### src/rtl/four_rr_arbiter_pkg.sv
// Shared definitions for the four-requester round-robin arbiter.
//   N_REQ          : number of requesters
//   state_t        : arbiter state encoding (IDLE / GRANT)
//   onehot_to_idx  : converts a one-hot grant vector to its index
package four_rr_arbiter_pkg;

  localparam int N_REQ = 4;

  typedef enum logic {
    ST_IDLE  = 1'b0,
    ST_GRANT = 1'b1
  } state_t;

  // Assumes oh is one-hot; an all-zero vector maps to index 0.
  function automatic logic [1:0] onehot_to_idx(input logic [N_REQ-1:0] oh);
    logic [1:0] idx;
    idx = 2'd0;
    for (int i = 0; i < N_REQ; i++) begin
      if (oh[i]) idx = 2'(i);
    end
    return idx;
  endfunction

endpackage

### src/rtl/four_rr_arbiter_if.sv
// Request/grant bundle between the requesters and the arbiter.
//   req     : request lines, bit i = requester i
//   done    : current holder releases the grant
//   gnt     : one-hot grant or all-zero (feeds the four_two encoder p,q,r,s)
//   busy    : high while any grant is active
//   timeout : one-cycle pulse on a forced release
// Modports: master = requester side, slave = arbiter side.
interface four_rr_arbiter_if;
  import four_rr_arbiter_pkg::*;

  logic [N_REQ-1:0] req;
  logic             done;
  logic [N_REQ-1:0] gnt;
  logic             busy;
  logic             timeout;

  modport master (
    output req,
    output done,
    input  gnt,
    input  busy,
    input  timeout
  );

  modport slave (
    input  req,
    input  done,
    output gnt,
    output busy,
    output timeout
  );

endinterface

### src/rtl/four_rr_arbiter_rr_pick4.sv
// Combinational round-robin pick among four requesters.
//   req    : request lines
//   ptr    : index of the highest-priority requester
//   onehot : selected requester, one-hot, or zero when no request
//   any    : at least one request present
// Rotates req so ptr lands on bit 0, takes the lowest set bit, rotates back.
module rr_pick4
  import four_rr_arbiter_pkg::*;
(
  input  logic [N_REQ-1:0] req,
  input  logic [1:0]       ptr,
  output logic [N_REQ-1:0] onehot,
  output logic             any
);

  logic [N_REQ-1:0] req_rot;
  logic [N_REQ-1:0] pick_rot;
  logic             found;
  logic [1:0]       idx;

  always_comb begin
    req_rot  = '0;
    pick_rot = '0;
    onehot   = '0;
    found    = 1'b0;
    idx      = 2'd0;

    for (int i = 0; i < N_REQ; i++) begin
      idx        = 2'(i) + ptr;
      req_rot[i] = req[idx];
    end

    for (int i = 0; i < N_REQ; i++) begin
      if (req_rot[i] && !found) begin
        pick_rot[i] = 1'b1;
        found       = 1'b1;
      end
    end

    for (int i = 0; i < N_REQ; i++) begin
      idx         = 2'(i) + ptr;
      onehot[idx] = pick_rot[i];
    end
  end

  assign any = |req;

endmodule

### src/rtl/four_rr_arbiter.sv
// Four-requester round-robin arbiter with hold timeout.
//   clk : rising-edge clock
//   rst : synchronous active-high reset
//   bus : four_rr_arbiter_if.slave (req, done in; gnt, busy, timeout out)
// Parameters:
//   MAX_HOLD : max grant length in cycles before forced release; 0 disables
//   CW       : hold-counter width, 2^CW must exceed MAX_HOLD
//
// state    | meaning
// ---------+------------------------------------------------------------
// ST_IDLE  | no grant; pick next requester from ptr, one-cycle gap
// ST_GRANT | one requester holds gnt until done, request drop or timeout
module four_rr_arbiter
  import four_rr_arbiter_pkg::*;
#(
  parameter int MAX_HOLD = 8,
  parameter int CW       = 4
) (
  input logic             clk,
  input logic             rst,
  four_rr_arbiter_if.slave bus
);

  localparam bit TIMEOUT_EN = (MAX_HOLD != 0);
  localparam logic [CW-1:0] HOLD_LIMIT = CW'(MAX_HOLD);
  localparam logic [CW-1:0] CNT_ONE    = CW'(1);

  state_t           state_q, state_d;
  logic [1:0]       ptr_q, ptr_d;
  logic [CW-1:0]    cnt_q, cnt_d;
  logic [N_REQ-1:0] gnt_q, gnt_d;
  logic             timeout_q, timeout_d;

  logic [N_REQ-1:0] pick;
  logic             any_req;
  logic [1:0]       g_idx;

  rr_pick4 u_pick (
    .req    (bus.req),
    .ptr    (ptr_q),
    .onehot (pick),
    .any    (any_req)
  );

  assign g_idx = onehot_to_idx(gnt_q);

  always_ff @(posedge clk) begin
    if (rst) begin
      state_q   <= ST_IDLE;
      ptr_q     <= 2'd0;
      cnt_q     <= '0;
      gnt_q     <= '0;
      timeout_q <= 1'b0;
    end else begin
      state_q   <= state_d;
      ptr_q     <= ptr_d;
      cnt_q     <= cnt_d;
      gnt_q     <= gnt_d;
      timeout_q <= timeout_d;
    end
  end

  always_comb begin
    state_d   = state_q;
    ptr_d     = ptr_q;
    cnt_d     = cnt_q;
    gnt_d     = gnt_q;
    timeout_d = 1'b0;

    unique case (state_q)
      ST_IDLE: begin
        gnt_d = '0;
        cnt_d = '0;
        if (any_req) begin
          gnt_d   = pick;
          state_d = ST_GRANT;
          cnt_d   = CNT_ONE;
        end
      end

      ST_GRANT: begin
        // done has priority over the timeout; only req[g] is looked at here.
        if (bus.done || !bus.req[g_idx]) begin
          gnt_d   = '0;
          state_d = ST_IDLE;
          ptr_d   = g_idx + 2'd1;
          cnt_d   = '0;
        end else if (TIMEOUT_EN && (cnt_q == HOLD_LIMIT)) begin
          gnt_d     = '0;
          state_d   = ST_IDLE;
          ptr_d     = g_idx + 2'd1;
          cnt_d     = '0;
          timeout_d = 1'b1;
        end else if (TIMEOUT_EN && (cnt_q < HOLD_LIMIT)) begin
          cnt_d = cnt_q + CNT_ONE;
        end
        // With the timeout disabled cnt simply stays at 1.
      end

      default: begin
        state_d = ST_IDLE;
        gnt_d   = '0;
        cnt_d   = '0;
      end
    endcase
  end

  assign bus.gnt     = gnt_q;
  assign bus.busy    = |gnt_q;
  assign bus.timeout = timeout_q;

endmodule

### src/flat_wrapper.sv
// flat-port wrapper written by rule: the top's interface ports become plain ports
module four_rr_arbiter_flat import four_rr_arbiter_pkg::*;
#(
  parameter int MAX_HOLD = 8,
  parameter int CW       = 4
)
  (clk, rst, bus_req, bus_done, bus_gnt, bus_busy, bus_timeout);
  four_rr_arbiter_if bus_i ();
  input logic clk;
  input logic rst;
  input wire logic [$bits(bus_i.req)-1:0] bus_req;
  input wire logic [$bits(bus_i.done)-1:0] bus_done;
  output wire logic [$bits(bus_i.gnt)-1:0] bus_gnt;
  output wire logic [$bits(bus_i.busy)-1:0] bus_busy;
  output wire logic [$bits(bus_i.timeout)-1:0] bus_timeout;
  assign bus_i.req = bus_req;
  assign bus_i.done = bus_done;
  assign bus_gnt = bus_i.gnt;
  assign bus_busy = bus_i.busy;
  assign bus_timeout = bus_i.timeout;
  four_rr_arbiter #(.MAX_HOLD(MAX_HOLD), .CW(CW)) u_core (.clk(clk), .rst(rst), .bus(bus_i));
endmodule
### config.mk
export PLATFORM = sky130hd
export DESIGN_NAME = four_rr_arbiter_flat
export DESIGN_NICKNAME = d
export VERILOG_FILES = /design/src/rtl/four_rr_arbiter_pkg.sv /design/src/rtl/four_rr_arbiter_if.sv /design/src/rtl/four_rr_arbiter_rr_pick4.sv /design/src/rtl/four_rr_arbiter.sv /design/src/flat_wrapper.sv
export SDC_FILE = /design/constraint.sdc
export NUM_CORES = 1
export LEC_CHECK = 0
export ABC_AREA = 1
export CAP_MARGIN = 20
export CORE_AREA = 2 2 65 67
export DETAILED_ROUTE_END_ITERATION = 12
export DIE_AREA = 0 0 67 69
export PLACE_DENSITY = 0.46
export SKIP_LAST_GASP = 1
export SYNTH_ARGS = -nofsm -noshare
export SYNTH_HDL_FRONTEND = slang
export SYNTH_HIERARCHICAL = 1
export SYNTH_SLANG_ARGS = --single-unit
### constraint.sdc
create_clock -name clk -period 1.7 [get_ports clk]
set_input_delay 0.17 -clock clk [delete_from_list [all_inputs] [get_ports clk]]
set_output_delay 0.17 -clock clk [all_outputs]
set_load 0.01 [all_outputs]
==> run_results.csv, run 1 <==
group,metric,value,unit
timing,hold_slack,492,ps
synth,synth_area_leader_cell,"dfxtp_1",
synth,ys_seq_area_frac,0.214,
routing,drtAntennaViolNets,0,
final_layout,num_antenna_cells,0,
final_layout,area_delta_synth_final,24.4,%
synth,yosysUniqueCellTypes,24,
place,place.gp.congestion,0.821,
setup_path,path_buf_inv,1,
setup_path,r2r-end,"u_core/bus.gnt[1]",
synth,syn_avg_cell_area,6.37,um2
setup_path,path_delay_family,"buffers and inverters",
clocking,htreeDepth,1,
routing,vias,1114,
pwr,p_per_area,798,nW/um2
grt,grt_pass1_vias,1092,
clocking,cts-root-buf,"clkbuf_8",
setup_path,critPathMaxFanout,5,
routing,drtIter0Drc,51,
routing,route.detailed.wl_per_inst,11.1,um
timing,timing.setup.tns,0,ps
timing,skew,1.86,ps
timing,final_hold_viol_count,0,
setup_path,ff2ff_path_depth,10,
timing,max_slew_margin,0.737,
synth,ys_ff_latch,12,
die,core,3910,um2
die,fp.dieH,69,um
synth,synth_top_area_frac,0.214,
pwr,p_leak,0.691,nW
place,io_buffers,12,
clocking,clkTransAtPathRegs,50,ps
clocking,cts-buffers-inserted,3,
die,row_count,23,
setup_path,r2r_slack,220,ps
flow_run,maxCapViolCount,0,
clocking,clock_latency,240,ps
status,outcome,"complete, no violations",
synth,synthesis.area,1120,um2
clocking,cts_sinks,12,
grt,grt_pass1_wl,4.82,mm
grt,grt_max_degree,13,
setup_path,cp-end-kind,"primary output",
pwr,irDropWorstVdd,0.446,mV
timing,drv_slew,0,
die,initial_core_util,0.286,
grt,overflow,0,
setup_path,crit_path_start,"u_core/bus.gnt[3]",
final_layout,drive_gt1_frac,0.191,
setup_path,r2r_start,"u_core/ptr_q[0]",
die,die-area,4620,um2
timing,finalSetupViolCount,0,
setup_path,cp.required,1530,ps
grt,antenna_found_initial,0,
synth,yosys_warnings,6,
timing,worst_slew_pin_slew,394,ps
clocking,cts_tree,"yes",
final_layout,final_common_cell,"nand2_1",
grt,grtUsageTotal,0.132,
final_layout,layout_common_cells,"50 x nand2_1, 24 x nand3_1, 20 x inv_1",
min_path,hold_path.class,"register to register",
final_layout,fin_nets,211,
setup_path,crit_path_cell_trace,"nor2_1 -> nand2_1 -> clkdlybuf4s50_1",
synth,synthTopCellsByArea,"dfxtp_1 21%, nand2_1 17%, nand3_1 11%, ha_1 10%, inv_1 7.0%",
timing,clock.fmax,0.644,GHz
pwr,total_power,1.11,mW
setup_path,worst_ep_arrival_time,1380,ps
timing,min_period,1550,ps
final_layout,design_area,1400,um2
routing,dr.pass1.iters,4,
setup_path,worst_setup_path_start_kind,"register",
min_path,holdPathStages,2,
setup_path,slowest_delay,530,ps
min_path,min_to,"u_core/bus.gnt[0]",
routing,totalWireLength,2.71,mm
die,die_x,67,um
synth,synthCells,176,
clocking,cts.path.max_buffers,2,
timing,final.period_utilization,0.914,
setup_path,critPathSlowestCell,"clkdlybuf4s50_1",
setup_path,path_class,"register to primary output",
die,io_pins,13,
routing,via_per_inst,4.57,
place,placed_area,1330,um2
min_path,holdCritStartpoint,"u_core/bus.gnt[0]",
timing,rsz0062_at_grt,"no",
synth,syn_nets,192,
place,hpwlAfterDp,2.21,mm
routing,drc,0,
## synth_stat cells
cell type	instances
a21oi_1	6
a21oi_2	1
nor2_2	1
nor2_8	1
nand4_1	4
xor2_1	1
dfxtp_1	12
o21ai_1	3
nand2_2	6
buf_1	1
inv_1	21
nor2_1	14
o2111ai_1	1
nand3_4	1
nor3_1	1
clkbuf_1	1
o21ai_0	2
nand2_4	4
nand2_1	50
inv_2	6
nand3_1	24
nor2_4	1
ha_1	9
nand3_2	5
## report_power, final
group | switching [mW] | total (mW) | internal, mW
logic | 0.289 | 0.477 | 0.188
registers | 0.0260 | 0.329 | 0.303
clock network | 0.102 | 0.307 | 0.204
total | 0.418 | 1.11 | 0.695
## routing by layer
layer,part of all wire,up-vias,GRT usage
met5,0,-,0
li1,-,598,-
met4,0.0070,0,0.0408
met1,0.47,496,0.178
met2,0.50,18,0.218
met3,0.021,2,0.0147
## final cells by class
| class | count | area (um2) |
|---|---|---|
| Sequential cell | 12 | 241 |
| Inverter | 27 | 101 |
| Timing Repair Buffer | 16 | 150 |
| Multi-Input combinational cell | 135 | 785 |
| Clock buffer | 4 | 55.1 |
| Tap cell | 50 | 62.6 |
| Fill cell | 457 | 2520 |
## how the worst max path moves through the flow
stage / endpoint / slack [ps] / cells past startpoint
6_report: bus_busy / 150 / 3
5_1_grt: bus_busy / 40 / 3
4_1_cts: bus_busy / 100 / 3
3_5_place_dp: u_core/bus.gnt[2] / 60 / 12
3_3_place_gp: u_core/bus.gnt[2] / 60 / 12
2_1_floorplan: u_core/bus.gnt[3] / 60 / 11
## sequential cells by signal (all words and copies together), names as in the netlist
register,cells
u_core/bus.timeout,1
u_core/ptr_q,2
u_core/bus.gnt,4
u_core/state_q,1
u_core/cnt_q,4
## what timing repair did
item / CTS / global route
endpoints found under the setup margin: 0 / 3
buffers inserted: 0 / 0
hold buffers: 0 / 0
resized for setup: 0 / 2
## worst reg2reg max path, stage by stage, from the launching register on
cell and delay (ps):
dfxtp_2 330, inv_2 60, buf_4 160, ha_1 260, inv_1 130, nand2_1 70
a21oi_1 110, nand2_1 80, nand3_2 90, nand3_1 70, nand2_1 70
## through the flow
stage,std cells,setup WS (ps),utilization
after floorplan,176,56.1,-
after global placement,240,60.4,0.339
after detailed placement,240,56.7,0.339
after CTS,244,96.0,0.353
after global routing,244,40.8,0.356
final,244,146,0.356
## kinds of logic (layout without fill, tap and decap cells)
| family | count (synthesis) | count (layout) | synth area share |
|---|---|---|---|
| AND/OR/NAND/NOR | 112 | 112 | 0.516 |
| buffers and inverters | 29 | 47 | 0.0971 |
| adder cells (fa/ha/maj) | 9 | 9 | 0.100 |
| XOR/XNOR | 1 | 1 | 0.00781 |
| AO/OA/AOI/OAI | 13 | 13 | 0.0647 |
| flip-flops | 12 | 12 | 0.214 |
No activity file was read; power rests on OpenSTA's default activity.
==> run 2: changes to the inputs <==
--- a/config.mk
+++ b/config.mk
@@ -5,12 +5,12 @@
 export SDC_FILE = /design/constraint.sdc
 export NUM_CORES = 1
 export LEC_CHECK = 0
-export ABC_AREA = 1
+export ABC_AREA = 0
 export CAP_MARGIN = 20
-export CORE_AREA = 2 2 65 67
+export CORE_AREA = 2 2 59 61
 export DETAILED_ROUTE_END_ITERATION = 12
-export DIE_AREA = 0 0 67 69
-export PLACE_DENSITY = 0.46
+export DIE_AREA = 0 0 61 63
+export PLACE_DENSITY = 0.48
 export SKIP_LAST_GASP = 1
 export SYNTH_ARGS = -nofsm -noshare
 export SYNTH_HDL_FRONTEND = slang
==> run_results.csv, run 2 <==
group,metric,value,unit
status,outcome,"finished, violations left",
status,violations,"negative setup slack",
setup_path,cp.required,1870,ps
setup_path,crit_path_start,"u_core/ptr_q[0]",
synth,ys_seq_area_frac,0.258,
clocking,clkTransAtPathRegs,80,ps
routing,drtIter0Drc,24,
pwr,p_per_area,764,nW/um2
final_layout,final_util,0.427,
synth,syn_avg_cell_area,9.50,um2
routing,totalWireLength,2.17,mm
place,pre_cts_ws,-505,ps
die,fp.dieH,63,um
synth,yosysUniqueCellTypes,34,
synth,synthXorXnorAreaFrac,0.0188,
timing,drv_slew,0,
clocking,cts_sinks,12,
min_path,hold_path.class,"register to register",
synth,synth-main-ff-cell,"dfxtp_1",
synth,synthTopCellsByArea,"dfxtp_1 26%, ha_1 12%, mux4_2 9.7%, mux2i_1 4.3%, nand2_1 3.6%",
die,initial_core_util,0.288,
clocking,ctsHoldBuffers,0,
setup_path,critPathMaxFanout,5,
die,row_count,21,
clocking,clock_latency,270,ps
timing,skew,3.56,ps
synth,synth_top_area_frac,0.258,
synth,synth-async-reset-ratio,0,
grt,overflow,0,
timing,setup_ws,-266,ps
place,place.gp.congestion,0.768,
timing,worst_slew_pin_slew,532,ps
pwr,p_leak,0.580,nW
synth,yosysMostFrequentCell,"dfxtp_1",
setup_path,crit_path_cell_trace,"inv_4 -> ha_4 -> mux4_2 -> nor2b_4 -> buf_4 -> a2111oi_4 -> nor3_2 -> a22o_1",
setup_path,worst_ep_arrival_time,2130,ps
clocking,htreeDepth,1,
min_path,holdCritStartpoint,"u_core/bus.gnt[0]",
die,io_pins,13,
place,hpwlAfterDp,1.80,mm
final_layout,drive_gt1_frac,0.341,
synth,synth_top_family_by_area,"simple AND/OR/NAND/NOR gates",
timing,max_slew_margin,0.645,
timing,min_period,1970,ps
synth,syn_nets,114,
clocking,cts_tree,"yes",
grt,grt_pass1_wl,3.82,mm
timing,clock.fmax,0.509,GHz
synth,synth_adder_area_share,0.121,
synth,synth-simple-area-share,0.294,
synth,muxShareOfSynthArea,0.140,
flow_run,maxCapViolCount,0,
synth,ys_top_cells_by_count,"12 x dfxtp_1, 9 x ha_1, 9 x nand2_1",
die,die_x,61,um
synth,synthesis.area,931,um2
final_layout,num_antenna_cells,0,
routing,vias,849,
setup_path,slowest_delay,390,ps
clocking,cts.path.max_buffers,2,
routing,via_per_inst,4.61,
place,io_buffers,12,
setup_path,cp-end-kind,"register",
setup_path,path_class,"register to register",
synth,synth-edff-count,0,
die,core,3230,um2
pwr,irDropWorstVdd,0.256,mV
grt,antenna_found_initial,0,
clocking,cts-root-buf,"clkbuf_4",
die,die-area,3840,um2
pwr,total_power,1.05,mW
final_layout,fin_nets,155,
grt,grtUsageTotal,0.129,
grt,grt_max_degree,8,
final_layout,area_delta_synth_final,48.1,%
final_layout,final_common_cell,"buf_4",
timing,rsz0062_at_grt,"yes",
synth,synth_area_leader_cell,"dfxtp_1",
synth,synth-compound-area-share,0.140,
setup_path,worst_setup_path_start_kind,"register",
routing,route.detailed.wl_per_inst,11.8,um
routing,drc,0,
setup_path,critPathSlowestCell,"dfxtp_4",
synth,yosys_warnings,6,
routing,dr.pass1.iters,4,
clocking,cts-buffers-inserted,3,
timing,finalSetupViolCount,4,
timing,final.period_utilization,1.16,
timing,final_hold_viol_count,0,
setup_path,r2r_start,"u_core/ptr_q[0]",
final_layout,layout_common_cells,"23 x buf_4, 11 x clkdlybuf4s50_1, 10 x dfxtp_1",
synth,ys_ff_latch,12,
timing,hold_slack,509,ps
routing,drtAntennaViolNets,0,
synth,synthCells,98,
grt,grt_pass1_vias,846,
## run 2: changes by cell type after synthesis, moves of 4 or more
cell / previous run / this run
nand2_2: 6 / 0
nand3b_1: 0 / 4
nand3_2: 5 / 0
nor2_1: 14 / 7
nor2b_1: 0 / 4
nand3_1: 24 / 1
nand2_4: 4 / 0
mux4_2: 0 / 4
inv_1: 21 / 7
inv_2: 6 / 0
a21oi_1: 6 / 0
nand4_1: 4 / 0
mux2i_1: 0 / 4
nand2_1: 50 / 9
## run 2: logic make-up (layout without fill, tap and decap cells)
logic type      count (synthesis)  after routing
flops                          12             12
simple gates                   42             42
fa+ha+maj                       9              9
xor+xnor                        2              2
mux                             8              8
buf+inv                         7             47
compound gates                 18             18
## run 2: area by class of cell
| type | count | area (um2) |
|---|---|---|
| Timing Repair Buffer | 36 | 304 |
| Fill cell | 346 | 1850 |
| Inverter | 7 | 28.8 |
| Clock buffer | 4 | 36.3 |
| Multi-Input combinational cell | 79 | 704 |
| Sequential cell | 12 | 248 |
| Tap cell | 46 | 57.6 |
## run 2: critical path, delay by kind of cell, from the launching register on
family / cells / cell delay (ps)
multiplexers: 1 / 320
buffers and inverters: 2 / 190
flip-flops: 1 / 390
AO/OA/AOI/OAI: 2 / 480
AND/OR/NAND/NOR: 2 / 220
adder cells (fa/ha/maj): 1 / 260
## run 2: metrics by stage
stage                     instance area (um2)  setup TNS (ps)  std cells
after floorplan                           963            -310         98
after global placement                   1310           -1700        178
after detailed placement                 1310           -2010        178
after CTS                                1370            -919        184
after global routing                     1380           -1420        184
final                                    1380            -883        184
## run 2: layer usage
| layer | track usage | up-vias | wire length (um) |
|---|---|---|---|
| met5 | 0 | - | 0 |
| met4 | 0.0163 | 0 | 0 |
| met3 | 0.0373 | 0 | 71 |
| met2 | 0.204 | 16 | 1000 |
| met1 | 0.176 | 389 | 1100 |
| li1 | - | 444 | - |
## run 2: final timing paths
kind                            cells past startpoint                 to  slack (ps)
worst max register to register                      8  u_core/bus.gnt[0]        -270
worst max-delay path                                8  u_core/bus.gnt[0]        -270
worst min-delay path                                1  u_core/bus.gnt[0]         510
worst min register to register                      1  u_core/bus.gnt[0]         510
## run 2: power by group
part	switching (mW)	leakage [nW]	internal, mW	total (mW)
combinational	0.217	0.459	0.283	0.500
clock	0.0926	0.0210	0.130	0.223
sequential	0.0245	0.0994	0.306	0.331
total	0.334	0.580	0.719	1.05
## run 2: repair_timing
item,4_1_cts,5_1_grt
setup endpoints to repair,5,4
buffers inserted,2,0
gates resized for setup,3,2
pin swaps,1,1
==> run 3: changes to the inputs <==
--- a/config.mk
+++ b/config.mk
@@ -7,10 +7,13 @@
 export LEC_CHECK = 0
 export ABC_AREA = 0
 export CAP_MARGIN = 20
+export CELL_PAD_IN_SITES_DETAIL_PLACEMENT = 1
+export CELL_PAD_IN_SITES_GLOBAL_PLACEMENT = 2
 export CORE_AREA = 2 2 59 61
 export DETAILED_ROUTE_END_ITERATION = 12
 export DIE_AREA = 0 0 61 63
-export PLACE_DENSITY = 0.48
+export HOLD_SLACK_MARGIN = 0.05
+export PLACE_DENSITY = 0.7
 export SKIP_LAST_GASP = 1
 export SYNTH_ARGS = -nofsm -noshare
 export SYNTH_HDL_FRONTEND = slang
==> constraint.sdc (replaced) <==
create_clock -name clk -period 1.7 [get_ports clk]
set_input_delay 0.17 -clock clk [delete_from_list [all_inputs] [get_ports clk]]
set_output_delay 0.17 -clock clk [all_outputs]
set_load 0.02 [all_outputs]
==> run_results.csv, run 3 (synthesis gave the netlist of run 2 again) <==
group,metric,value,unit
status,outcome,"finished, violations left",
status,violations,"negative setup slack",
grt,grt_pass1_wl,4.55,mm
die,io_pins,13,
timing,min_period,1950,ps
final_layout,fin_nets,153,
clocking,htreeDepth,1,
routing,via_per_inst,4.86,
die,core,3230,um2
clocking,cts_tree,"yes",
timing,timing.setup.tns,-924,ps
grt,grtUsageTotal,0.158,
timing,final.period_utilization,1.15,
setup_path,cp-end-kind,"register",
setup_path,r2r-end,"u_core/bus.gnt[0]",
clocking,ctsHoldBuffers,0,
final_layout,area_delta_synth_final,45.2,%
setup_path,slowest_delay,410,ps
min_path,min_to,"u_core/ptr_q[0]",
clocking,cts-root-buf,"clkbuf_4",
routing,drtAntennaViolNets,0,
final_layout,instances_no_fill,182,
timing,max_slew_margin,0.666,
grt,grt_max_degree,8,
clocking,cts_sinks,12,
setup_path,critPathSlowestCell,"dfxtp_4",
final_layout,layout_common_cells,"22 x buf_4, 11 x clkdlybuf4s50_1, 10 x dfxtp_1",
flow_run,maxCapViolCount,0,
timing,rsz0062_at_grt,"yes",
setup_path,path_buf_inv,1,
timing,finalSetupViolCount,4,
setup_path,cp.required,1870,ps
setup_path,path_class,"register to register",
final_layout,final_common_cell,"buf_4",
clocking,clock_latency,280,ps
clocking,cts-buffers-inserted,3,
place,place.gp.congestion,0.761,
clocking,cts.path.max_buffers,2,
place,io_buffers,12,
final_layout,design_area,1350,um2
pwr,p_per_area,789,nW/um2
routing,vias,885,
pwr,irDropWorstVdd,0.303,mV
die,initial_core_util,0.288,
setup_path,r2r_start,"u_core/ptr_q[0]",
setup_path,critPathMaxFanout,6,
pwr,total_power,1.07,mW
setup_path,crit_path_cell_trace,"inv_4 -> ha_4 -> mux4_2 -> nor2b_4 -> a2111oi_2 -> nor3_1 -> a22o_1",
routing,totalWireLength,2.65,mm
min_path,holdPathStages,2,
pwr,p_leak,0.567,nW
routing,drc,0,
min_path,hold_path.class,"register to register",
timing,worst_slew_pin_slew,499,ps
setup_path,r2r_slack,-250,ps
grt,grt_pass1_vias,935,
die,row_count,21,
setup_path,path_delay_family,"compound AO/OA/AOI/OAI gates",
timing,drv_slew,0,
final_layout,num_antenna_cells,0,
setup_path,worst_ep_arrival_time,2130,ps
die,fp.dieH,63,um
timing,final_hold_viol_count,0,
place,hpwlAfterDp,2.21,mm
timing,hold_slack,556,ps
routing,route.detailed.wl_per_inst,14.6,um
final_layout,drive_gt1_frac,0.338,
timing,clock.fmax,0.513,GHz
die,die-area,3840,um2
routing,drtIter0Drc,36,
grt,antenna_found_initial,0,
timing,skew,6.76,ps
setup_path,worst_setup_path_start_kind,"register",
timing,setup_ws,-250,ps
routing,dr.pass1.iters,4,
final_layout,final_util,0.418,
clocking,clkTransAtPathRegs,90,ps
place,dpl.cell_count,177,
die,die_x,61,um
setup_path,ff2ff_path_depth,7,
place,pre_cts_ws,-510,ps
grt,overflow,0,
min_path,holdCritStartpoint,"u_core/state_q",
place,placed_area,1300,um2
[run 3: changes by cell type in the layout (fill, tap and decap cells not counted), sizes merged]
| cell | change |
|---|---|
| buf | -2 |
| clkbuf | +1 |
| clkdlybuf4s15 | -1 |
[run 3: repair_timing]
item / in CTS / in global routing
pin swaps: 0 / 1
gates resized for setup: 2 / 3
setup endpoints to repair: 5 / 5
setup buffers: 0 / 1
[run 3: power breakdown]
part	switching, mW	total, mW	internal [mW]
logic	0.235	0.496	0.261
registers	0.0264	0.332	0.306
clock network	0.108	0.238	0.130
total	0.369	1.07	0.697
[run 3: how the worst max path moves through the flow]
stage / start / endpoint / slack (ps) / cells after the start
after global placement: bus_req[2] / u_core/bus.gnt[0] / -500 / 6
after floorplan: u_core/ptr_q[0] / u_core/bus.gnt[0] / -150 / 7
after detailed placement: bus_req[3] / u_core/bus.gnt[0] / -510 / 6
final: u_core/ptr_q[0] / u_core/bus.gnt[0] / -250 / 7
after CTS: u_core/ptr_q[0] / u_core/bus.gnt[0] / -250 / 7
after global routing: u_core/ptr_q[0] / u_core/bus.gnt[1] / -360 / 8
[run 3: routing by layer]
layer / vias up / track usage / share of wire
met4: 0 / 0.0326 / 0.0049
met3: 2 / 0.0373 / 0.025
li1: 442 / - / -
met5: - / 0 / 0
met2: 13 / 0.239 / 0.48
met1: 428 / 0.226 / 0.49
[run 3: layout make-up]
cell class | count | area [um2]
clock buffers | 4 | 36.3
fillers | 393 | 1880
inverters | 7 | 28.8
multi-input cells | 79 | 701
flip-flops and latches | 12 | 248
well taps | 46 | 57.6
repair buffers | 34 | 280
[run 3: tightest hold or removal path, stage by stage (launching register included)]
cell and delay [ps]:
dfxtp_1 350, o21ai_2 100, mux2i_1 70
